## src/rtl/lotr_pkg.sv

```systemverilog
//------------------------------------------------------------------------------
// Module  : lotr_pkg
// Brief   : Shared fabric opcodes and UART bridge frame byte codes.
// Rev     : 1.0  initial release
//------------------------------------------------------------------------------
`default_nettype none

package lotr_pkg;

  typedef enum logic [1:0] {
    RD     = 2'b00,
    RD_RSP = 2'b01,
    WR     = 2'b10,
    WR_RSP = 2'b11
  } t_opcode;

  localparam logic [7:0] UART_CMD_RD   = 8'hA1;
  localparam logic [7:0] UART_CMD_WR   = 8'hA2;
  localparam logic [7:0] UART_RSP_DATA = 8'h5A;
  localparam logic [7:0] UART_RSP_ACK  = 8'hA5;
  localparam logic [7:0] UART_RSP_ERR  = 8'hEE;

endpackage

`default_nettype wire

```

## src/rtl/uart_fabric_bridge_if.sv

```systemverilog
//------------------------------------------------------------------------------
// Module  : uart_fabric_bridge_if
// Brief   : Gateway byte streams plus C2F request/response port of the bridge.
// Rev     : 1.0  initial release
//------------------------------------------------------------------------------
`default_nettype none

interface uart_fabric_bridge_if;
  import lotr_pkg::*;

  logic          rx_byte_valid;
  logic [7:0]    rx_byte;
  logic          rx_byte_ready;
  logic          tx_byte_valid;
  logic [7:0]    tx_byte;
  logic          tx_byte_ready;

  logic          C2F_ReqValidQ500H;
  t_opcode       C2F_ReqOpcodeQ500H;
  logic [31:0]   C2F_ReqAddressQ500H;
  logic [31:0]   C2F_ReqDataQ500H;
  logic [1:0]    C2F_ReqThreadIDQ500H;
  logic          C2F_RspValidQ502H;
  t_opcode       C2F_RspOpcodeQ502H;
  logic [31:0]   C2F_RspDataQ502H;
  logic [1:0]    C2F_RspThreadIDQ502H;
  logic          C2F_RspStall;

  // Bridge side
  modport master (
    input  rx_byte_valid, rx_byte, tx_byte_ready,
    output rx_byte_ready, tx_byte_valid, tx_byte,
    output C2F_ReqValidQ500H, C2F_ReqOpcodeQ500H, C2F_ReqAddressQ500H,
           C2F_ReqDataQ500H, C2F_ReqThreadIDQ500H,
    input  C2F_RspValidQ502H, C2F_RspOpcodeQ502H, C2F_RspDataQ502H,
           C2F_RspThreadIDQ502H, C2F_RspStall
  );

  // Gateway / fabric side
  modport slave (
    output rx_byte_valid, rx_byte, tx_byte_ready,
    input  rx_byte_ready, tx_byte_valid, tx_byte,
    input  C2F_ReqValidQ500H, C2F_ReqOpcodeQ500H, C2F_ReqAddressQ500H,
           C2F_ReqDataQ500H, C2F_ReqThreadIDQ500H,
    output C2F_RspValidQ502H, C2F_RspOpcodeQ502H, C2F_RspDataQ502H,
           C2F_RspThreadIDQ502H, C2F_RspStall
  );

endinterface

`default_nettype wire

```

## src/rtl/uart_fabric_bridge_frame_tx.sv

```systemverilog
//------------------------------------------------------------------------------
// Module  : uart_frame_tx
// Brief   : Serialises a loaded frame of 1..5 bytes, first byte in bits 39:32.
// Rev     : 1.0  initial release
//------------------------------------------------------------------------------
`default_nettype none

module uart_frame_tx (
  input  wire logic        clk,
  input  wire logic        rst,
  input  wire logic        i_load,
  input  wire logic [2:0]  i_len,
  input  wire logic [39:0] i_frame,
  output logic             o_tx_valid,
  output logic [7:0]       o_tx_byte,
  input  wire logic        i_tx_ready,
  output logic             o_done
);

  logic [39:0] r_buf;
  logic [2:0]  r_left;
  logic        r_valid;
  logic        w_fire;

  assign w_fire     = r_valid && i_tx_ready;
  assign o_done     = w_fire && (r_left == 3'd1);
  assign o_tx_valid = r_valid;
  assign o_tx_byte  = r_buf[39:32];

  always_ff @(posedge clk) begin
    if (rst) begin
      r_buf   <= '0;
      r_left  <= '0;
      r_valid <= 1'b0;
    end else if (i_load) begin
      r_buf   <= i_frame;
      r_left  <= i_len;
      r_valid <= (i_len != 3'd0);
    end else if (w_fire) begin
      r_buf  <= {r_buf[31:0], 8'h00};
      r_left <= r_left - 3'd1;
      if (r_left == 3'd1) r_valid <= 1'b0;
    end
  end

endmodule

`default_nettype wire

```

## src/rtl/uart_fabric_bridge.sv

```systemverilog
//------------------------------------------------------------------------------
// Module  : uart_fabric_bridge
// Brief   : UART byte-frame to C2F request bridge for host peek/poke access.
// Rev     : 1.0  initial release
//------------------------------------------------------------------------------
`default_nettype none

module uart_fabric_bridge
  import lotr_pkg::*;
#(
  parameter logic [15:0] FRAME_TIMEOUT = 16'd50000,
  parameter logic [15:0] RSP_TIMEOUT   = 16'd1024,
  parameter logic [1:0]  THREAD_ID     = 2'd3
) (
  input  wire logic             clk,
  input  wire logic             rst,
  uart_fabric_bridge_if.master  bus,
  output logic [7:0]            err_count
);

  typedef enum logic [2:0] {
    S_IDLE     = 3'd0,
    S_ADDR     = 3'd1,
    S_DATA     = 3'd2,
    S_ISSUE    = 3'd3,
    S_WAIT_RSP = 3'd4,
    S_TX       = 3'd5
  } t_ufb_state;

  localparam logic [15:0] c_frame_last = FRAME_TIMEOUT - 16'd1;
  localparam logic [15:0] c_rsp_last   = RSP_TIMEOUT - 16'd1;

  t_ufb_state  r_state, w_state_next;
  logic [31:0] r_addr, r_data;
  logic        r_is_write;
  logic [1:0]  r_byte_cnt;
  logic [15:0] r_idle_cnt, r_rsp_cnt;
  logic [7:0]  r_err_count;

  logic        w_rx_ready, w_rx_fire, w_rsp_hit, w_issue, w_tx_done;
  logic        w_tx_load, w_err_inc;
  logic [2:0]  w_tx_len;
  logic [39:0] w_tx_frame;

  assign w_rx_ready = !rst && (r_state == S_IDLE || r_state == S_ADDR || r_state == S_DATA);
  assign w_rx_fire  = bus.rx_byte_valid && w_rx_ready;
  assign w_rsp_hit  = bus.C2F_RspValidQ502H && (bus.C2F_RspOpcodeQ502H == RD_RSP) &&
                      (bus.C2F_RspThreadIDQ502H == THREAD_ID);
  assign w_issue    = (r_state == S_ISSUE);

  assign bus.rx_byte_ready        = w_rx_ready;
  assign bus.C2F_ReqValidQ500H    = w_issue && !bus.C2F_RspStall;
  assign bus.C2F_ReqOpcodeQ500H   = (w_issue && r_is_write) ? WR : RD;
  assign bus.C2F_ReqAddressQ500H  = w_issue ? r_addr : '0;
  assign bus.C2F_ReqDataQ500H     = (w_issue && r_is_write) ? r_data : '0;
  assign bus.C2F_ReqThreadIDQ500H = w_issue ? THREAD_ID : 2'd0;
  assign err_count                = r_err_count;

  always_ff @(posedge clk) begin
    if (rst) r_state <= S_IDLE;
    else     r_state <= w_state_next;
  end

  always_comb begin
    w_state_next = r_state;
    w_tx_load    = 1'b0;
    w_tx_len     = 3'd0;
    w_tx_frame   = '0;
    w_err_inc    = 1'b0;
    case (r_state)
      S_IDLE: begin
        if (w_rx_fire) begin
          if (bus.rx_byte == UART_CMD_RD || bus.rx_byte == UART_CMD_WR) begin
            w_state_next = S_ADDR;
          end else begin
            w_tx_load    = 1'b1;
            w_tx_len     = 3'd1;
            w_tx_frame   = {UART_RSP_ERR, 32'h0};
            w_err_inc    = 1'b1;
            w_state_next = S_TX;
          end
        end
      end
      S_ADDR, S_DATA: begin
        if (w_rx_fire) begin
          if (r_byte_cnt == 2'd3)
            w_state_next = (r_state == S_ADDR && r_is_write) ? S_DATA : S_ISSUE;
        end else if (r_idle_cnt == c_frame_last) begin
          // Stalled host: drop the partial frame silently
          w_err_inc    = 1'b1;
          w_state_next = S_IDLE;
        end
      end
      S_ISSUE: begin
        if (!bus.C2F_RspStall) begin
          if (r_is_write) begin
            w_tx_load    = 1'b1;
            w_tx_len     = 3'd1;
            w_tx_frame   = {UART_RSP_ACK, 32'h0};
            w_state_next = S_TX;
          end else begin
            w_state_next = S_WAIT_RSP;
          end
        end
      end
      S_WAIT_RSP: begin
        if (w_rsp_hit) begin
          w_tx_load    = 1'b1;
          w_tx_len     = 3'd5;
          w_tx_frame   = {UART_RSP_DATA, bus.C2F_RspDataQ502H};
          w_state_next = S_TX;
        end else if (r_rsp_cnt == c_rsp_last) begin
          w_tx_load    = 1'b1;
          w_tx_len     = 3'd1;
          w_tx_frame   = {UART_RSP_ERR, 32'h0};
          w_err_inc    = 1'b1;
          w_state_next = S_TX;
        end
      end
      S_TX: begin
        if (w_tx_done) w_state_next = S_IDLE;
      end
      default: w_state_next = S_IDLE;
    endcase
  end

  always_ff @(posedge clk) begin
    if (rst) begin
      r_addr      <= '0;
      r_data      <= '0;
      r_is_write  <= 1'b0;
      r_byte_cnt  <= '0;
      r_idle_cnt  <= '0;
      r_rsp_cnt   <= '0;
      r_err_count <= '0;
    end else begin
      if (w_rx_fire) begin
        r_idle_cnt <= '0;
        case (r_state)
          S_IDLE: begin
            r_is_write <= (bus.rx_byte == UART_CMD_WR);
            r_byte_cnt <= '0;
          end
          S_ADDR: begin
            r_addr     <= {r_addr[23:0], bus.rx_byte};
            r_byte_cnt <= r_byte_cnt + 2'd1;
          end
          S_DATA: begin
            r_data     <= {r_data[23:0], bus.rx_byte};
            r_byte_cnt <= r_byte_cnt + 2'd1;
          end
          default: r_byte_cnt <= r_byte_cnt;
        endcase
      end else if (r_state == S_ADDR || r_state == S_DATA) begin
        r_idle_cnt <= r_idle_cnt + 16'd1;
      end

      if (r_state == S_WAIT_RSP) r_rsp_cnt <= r_rsp_cnt + 16'd1;
      else                       r_rsp_cnt <= '0;

      if (w_err_inc && r_err_count != 8'hFF) r_err_count <= r_err_count + 8'd1;
    end
  end

  uart_frame_tx u_frame_tx (
    .clk        (clk),
    .rst        (rst),
    .i_load     (w_tx_load),
    .i_len      (w_tx_len),
    .i_frame    (w_tx_frame),
    .o_tx_valid (bus.tx_byte_valid),
    .o_tx_byte  (bus.tx_byte),
    .i_tx_ready (bus.tx_byte_ready),
    .o_done     (w_tx_done)
  );

endmodule

`default_nettype wire

```

## src/flat_wrapper.sv

```systemverilog
// flat-port wrapper written by rule: the top's interface ports become plain ports
module uart_fabric_bridge_flat import lotr_pkg::*;
#(
  parameter logic [15:0] FRAME_TIMEOUT = 16'd50000,
  parameter logic [15:0] RSP_TIMEOUT   = 16'd1024,
  parameter logic [1:0]  THREAD_ID     = 2'd3
)
  (clk, rst, err_count, bus_rx_byte_valid, bus_rx_byte, bus_tx_byte_ready, bus_rx_byte_ready, bus_tx_byte_valid, bus_tx_byte, bus_C2F_ReqValidQ500H, bus_C2F_ReqOpcodeQ500H, bus_C2F_ReqAddressQ500H, bus_C2F_ReqDataQ500H, bus_C2F_ReqThreadIDQ500H, bus_C2F_RspValidQ502H, bus_C2F_RspOpcodeQ502H, bus_C2F_RspDataQ502H, bus_C2F_RspThreadIDQ502H, bus_C2F_RspStall);
  uart_fabric_bridge_if bus_i ();
  input  wire logic clk;
  input  wire logic rst;
  output logic [7:0] err_count;
  input wire logic [$bits(bus_i.rx_byte_valid)-1:0] bus_rx_byte_valid;
  input wire logic [$bits(bus_i.rx_byte)-1:0] bus_rx_byte;
  input wire logic [$bits(bus_i.tx_byte_ready)-1:0] bus_tx_byte_ready;
  output wire logic [$bits(bus_i.rx_byte_ready)-1:0] bus_rx_byte_ready;
  output wire logic [$bits(bus_i.tx_byte_valid)-1:0] bus_tx_byte_valid;
  output wire logic [$bits(bus_i.tx_byte)-1:0] bus_tx_byte;
  output wire logic [$bits(bus_i.C2F_ReqValidQ500H)-1:0] bus_C2F_ReqValidQ500H;
  output wire logic [$bits(bus_i.C2F_ReqOpcodeQ500H)-1:0] bus_C2F_ReqOpcodeQ500H;
  output wire logic [$bits(bus_i.C2F_ReqAddressQ500H)-1:0] bus_C2F_ReqAddressQ500H;
  output wire logic [$bits(bus_i.C2F_ReqDataQ500H)-1:0] bus_C2F_ReqDataQ500H;
  output wire logic [$bits(bus_i.C2F_ReqThreadIDQ500H)-1:0] bus_C2F_ReqThreadIDQ500H;
  input wire logic [$bits(bus_i.C2F_RspValidQ502H)-1:0] bus_C2F_RspValidQ502H;
  input wire logic [$bits(bus_i.C2F_RspOpcodeQ502H)-1:0] bus_C2F_RspOpcodeQ502H;
  input wire logic [$bits(bus_i.C2F_RspDataQ502H)-1:0] bus_C2F_RspDataQ502H;
  input wire logic [$bits(bus_i.C2F_RspThreadIDQ502H)-1:0] bus_C2F_RspThreadIDQ502H;
  input wire logic [$bits(bus_i.C2F_RspStall)-1:0] bus_C2F_RspStall;
  assign bus_i.rx_byte_valid = bus_rx_byte_valid;
  assign bus_i.rx_byte = bus_rx_byte;
  assign bus_i.tx_byte_ready = bus_tx_byte_ready;
  assign bus_rx_byte_ready = bus_i.rx_byte_ready;
  assign bus_tx_byte_valid = bus_i.tx_byte_valid;
  assign bus_tx_byte = bus_i.tx_byte;
  assign bus_C2F_ReqValidQ500H = bus_i.C2F_ReqValidQ500H;
  assign bus_C2F_ReqOpcodeQ500H = bus_i.C2F_ReqOpcodeQ500H;
  assign bus_C2F_ReqAddressQ500H = bus_i.C2F_ReqAddressQ500H;
  assign bus_C2F_ReqDataQ500H = bus_i.C2F_ReqDataQ500H;
  assign bus_C2F_ReqThreadIDQ500H = bus_i.C2F_ReqThreadIDQ500H;
  assign bus_i.C2F_RspValidQ502H = bus_C2F_RspValidQ502H;
  assign bus_i.C2F_RspOpcodeQ502H = bus_C2F_RspOpcodeQ502H;
  assign bus_i.C2F_RspDataQ502H = bus_C2F_RspDataQ502H;
  assign bus_i.C2F_RspThreadIDQ502H = bus_C2F_RspThreadIDQ502H;
  assign bus_i.C2F_RspStall = bus_C2F_RspStall;
  uart_fabric_bridge #(.FRAME_TIMEOUT(FRAME_TIMEOUT), .RSP_TIMEOUT(RSP_TIMEOUT), .THREAD_ID(THREAD_ID)) u_core (.clk(clk), .rst(rst), .bus(bus_i), .err_count(err_count));
endmodule
```

## config.mk

```make
export PLATFORM = sky130hd
export DESIGN_NAME = uart_fabric_bridge_flat
export DESIGN_NICKNAME = d
export VERILOG_FILES = /design/src/rtl/lotr_pkg.sv /design/src/rtl/uart_fabric_bridge_if.sv /design/src/rtl/uart_fabric_bridge_frame_tx.sv /design/src/rtl/uart_fabric_bridge.sv /design/src/flat_wrapper.sv
export SDC_FILE = /design/constraint.sdc
export NUM_CORES = 1
export LEC_CHECK = 0
export ABC_AREA = 1
export BUFFER_PORTS_ARGS = -buffer_cell sky130_fd_sc_hd__buf_2
export CORE_MARGIN = 2
export CORE_UTILIZATION = 38
export CTS_BUF_LIST = sky130_fd_sc_hd__clkbuf_4
export DETAILED_ROUTE_END_ITERATION = 16
export PLACE_DENSITY = 0.63
export SETUP_SLACK_MARGIN = 0.02
export SLEW_MARGIN = 20
export SYNTH_ARGS = -nofsm -noshare
export SYNTH_HDL_FRONTEND = slang
export SYNTH_SLANG_ARGS = --single-unit
```

## constraint.sdc

```tcl
create_clock -name clk -period 4.47 [get_ports clk]
set_input_delay 0.894 -clock clk [delete_from_list [all_inputs] [get_ports clk]]
set_output_delay 0.894 -clock clk [all_outputs]
set_load 0.01 [all_outputs]
```

==> results_dict.tcl <==
set metrics [dict create \
    start_kind "flop" \
    vias 6650 \
    detail-route-antenna-nets 0 \
    fmax_mhz 274 \
    yosysTopAreaCell "dfxtp_1" \
    io_buffers 135 \
    post_drt_wl_per_cell_um 11.8 \
    finalClockSkew_ns 0.0241 \
    clock_sinks 154 \
    cp-end-kind "output pin" \
    synth_area_um2 7200 \
    clkTransAtPathRegs_ns 0.12 \
    async_flop_share_pct 0 \
    run_status "complete, no violations" \
    fin_setup_tns_ns 0 \
    place_hpwl_mm 11.5 \
    cts_tree "yes" \
    cp_common_cell "nor2_1" \
    drtIter0Drc 331 \
    arrival_ns 2.75 \
    synth_seq_cells 154 \
    crit_slowest_cell "dfxtp_1" \
    synth.area.top_cells "dfxtp_1, nor2_1, nand2_1" \
    drive_gt1_share_pct 16.7 \
    critPathMaxStageDelay_ns 0.49 \
    relSlewSlack_pct 32.4 \
    rsz0062_at_grt "false" \
    drc 0 \
    grt_overflow 0 \
    synth.top_cell.area_share_pct 42.8 \
    synth_seq_area_share_pct 42.8 \
    initial_utilization_pct 38.6 \
    clk-insertion-delay-late_ns 0.55 \
    dieArea_um2 20100 \
    hp-class "flop to flop" \
    worst-setup-path-type "flop to output pin" \
    ctsHoldBuffers 0 \
    setup_viol 0 \
    io_pins 137 \
    synthCells 1061 \
    routed_via_density 4.73 \
    synth_most_common_cell "nor2_1" \
    rows 50 \
    worst-path-max-fanout 35 \
    drt_first_pass_iters 5 \
    grt_max_degree 83 \
    period_needed_ns 3.64 \
    gp_congestion 0.790 \
    power.density_nw_per_um2 351 \
    core_area_um2 18600 \
    maxCapViolCount 0 \
    timing.final.hold_violations 0 \
    worstPathCellList "nand2_2 -> nor2_4 -> inv_4 -> nor2_1 -> inv_1 -> nor2_1 -> buf_2" \
    fp.dieH_um 142 \
    period_share_pct 81.5 \
    p_leak_nw 3.49 \
    avgSynthCellArea_um2 6.79 \
    area_growth_pct 13.8 \
    grt_pass1_vias 5951 \
    htreeDepth 4 \
    antenna_found_initial 1 \
    routed_wl_mm 16.5 \
    drv_slew 0 \
    postLayoutCellArea_um2 8200 \
    yosysWarnings 0 \
    synth_ff_type "dfxtp_1" \
    place_area_um2 7870 \
    worst-slew-pin-transition_ns 1.01 \
    grt.total_usage_pct 16.8 \
    grt_pass1_wl_mm 27.6 \
    synth_edf_count 0 \
    peakVddDrop_mv 0.142 \
    synth_commonest_cells "nor2_1, nand2_1, dfxtp_1" \
    layout.nets 1213 \
    cts_resized 0 \
    yosysUniqueCellTypes 35 \
    syn_nets 1117 \
    required_ns 3.58 \
    cts_buffer_depth 2 \
    post_cts_buffers 0 \
    cts_inserted_buffers 17 \
    root_buffer "clkbuf_4" \
    die_x_um 142 \
]
==> cell type report <==
| cell class | count | area (µm²) |
|---|---|---|
| Inverter | 160 | 603 |
| Sequential cell | 154 | 3080 |
| Timing Repair Buffer | 138 | 698 |
| Multi-Input combinational cell | 686 | 3200 |
| Clock inverter | 15 | 195 |
| Tap cell | 234 | 293 |
| Fill cell | 1995 | 10400 |
| Antenna cell | 1 | 2.50 |
| Clock buffer | 17 | 128 |
==> logic make-up (layout without fill, tap and decap cells) <==
kind of cell               Yosys count  in the layout  share of synthesized area [%]
xor gates and xnor gates            12             12                           1.46
other                                1              2                         0.0521
DFF                                154            154                           42.8
buffers and inverters              221            330                           12.8
and+or+nand+nor                    458            458                           27.0
AOI/OAI and AO/OA                  209            209                           14.8
adders and majority gates            6              6                           1.04
==> cell usage in the layout, fill, tap and decap left out, types with 3 or more instances in the layout <==
master,instances
nor2_4,3
dfxtp_1,154
a31oi_1,4
nand3_1,64
nor2_1,181
nor2_2,3
clkbuf_4,17
xor2_1,7
a211oi_1,3
buf_2,135
xnor2_1,5
ha_1,6
inv_2,10
inv_6,4
buf_4,3
nand2_2,4
nand3_2,3
clkinv_1,4
nor3_1,9
bufinv_16,4
nand4_1,19
o21ai_0,85
a21oi_1,114
inv_1,148
nand2_1,165
==> per-layer routing <==
layer | vias up | track usage [%] | share of wire [%]
li1 | 3543 | - | -
met5 | - | 0 | 0
met2 | 156 | 26.6 | 43
met3 | 18 | 4.12 | 5.2
met4 | 0 | 4.84 | 1.1
met1 | 2933 | 22.8 | 50
==> sequential cells by signal, summed over array words and instances, names as in the netlist <==
| register | flops |
|---|---|
| u_core.err_count | 8 |
| u_core.r_addr | 32 |
| u_core.r_byte_cnt | 2 |
| u_core.r_data | 32 |
| u_core.r_idle_cnt | 16 |
| u_core.r_is_write | 1 |
| u_core.r_rsp_cnt | 16 |
| u_core.r_state | 3 |
| u_core.u_frame_tx.o_tx_valid | 1 |
| u_core.u_frame_tx.r_buf | 40 |
| u_core.u_frame_tx.r_left | 3 |
==> critical path: cells and delay by family, from the launching register on <==
kind	cells	cell delay [ns]
buffers and inverters	3	0.83
flip-flops	1	0.49
AND/OR/NAND/NOR	4	0.87
==> where the power goes <==
part	switching, mW	internal [mW]
clock	0.505	0.445
combinational	0.289	0.140
sequential	0.0510	1.44
total	0.845	2.03
==> path summary, 6_finish.rpt <==
| check | startpoint | end | slack, ns | cells past startpoint |
|---|---|---|---|---|
| setup / recovery | u_core.r_state[0] | bus_C2F_ReqDataQ500H[7] | 0.83 | 7 |
| hold / removal | u_core.r_addr[30] | u_core.r_addr[30] | 0.46 | 2 |
| setup reg to reg | u_core.r_state[2] | u_core.r_state[0] | 2.11 | 7 |
| hold reg to reg | u_core.r_addr[30] | u_core.r_addr[30] | 0.46 | 2 |
==> per-stage QoR <==
stage          hold slack (ns)  utilization [%]  instances  setup slack, ns  power (mW)
3_3_place_gp             0.442             42.2       1372             1.24        1.95
4_1_cts                  0.466             44.0       1404            0.771        2.92
2_1_floorplan            0.430                -       1061             2.14        1.87
3_5_place_dp             0.447             42.2       1372             1.18        1.96
6_report                 0.463             44.0       1405            0.825        2.87
5_1_grt                  0.483             44.0       1405            0.503        3.05
(Power assumes the default switching activity.)
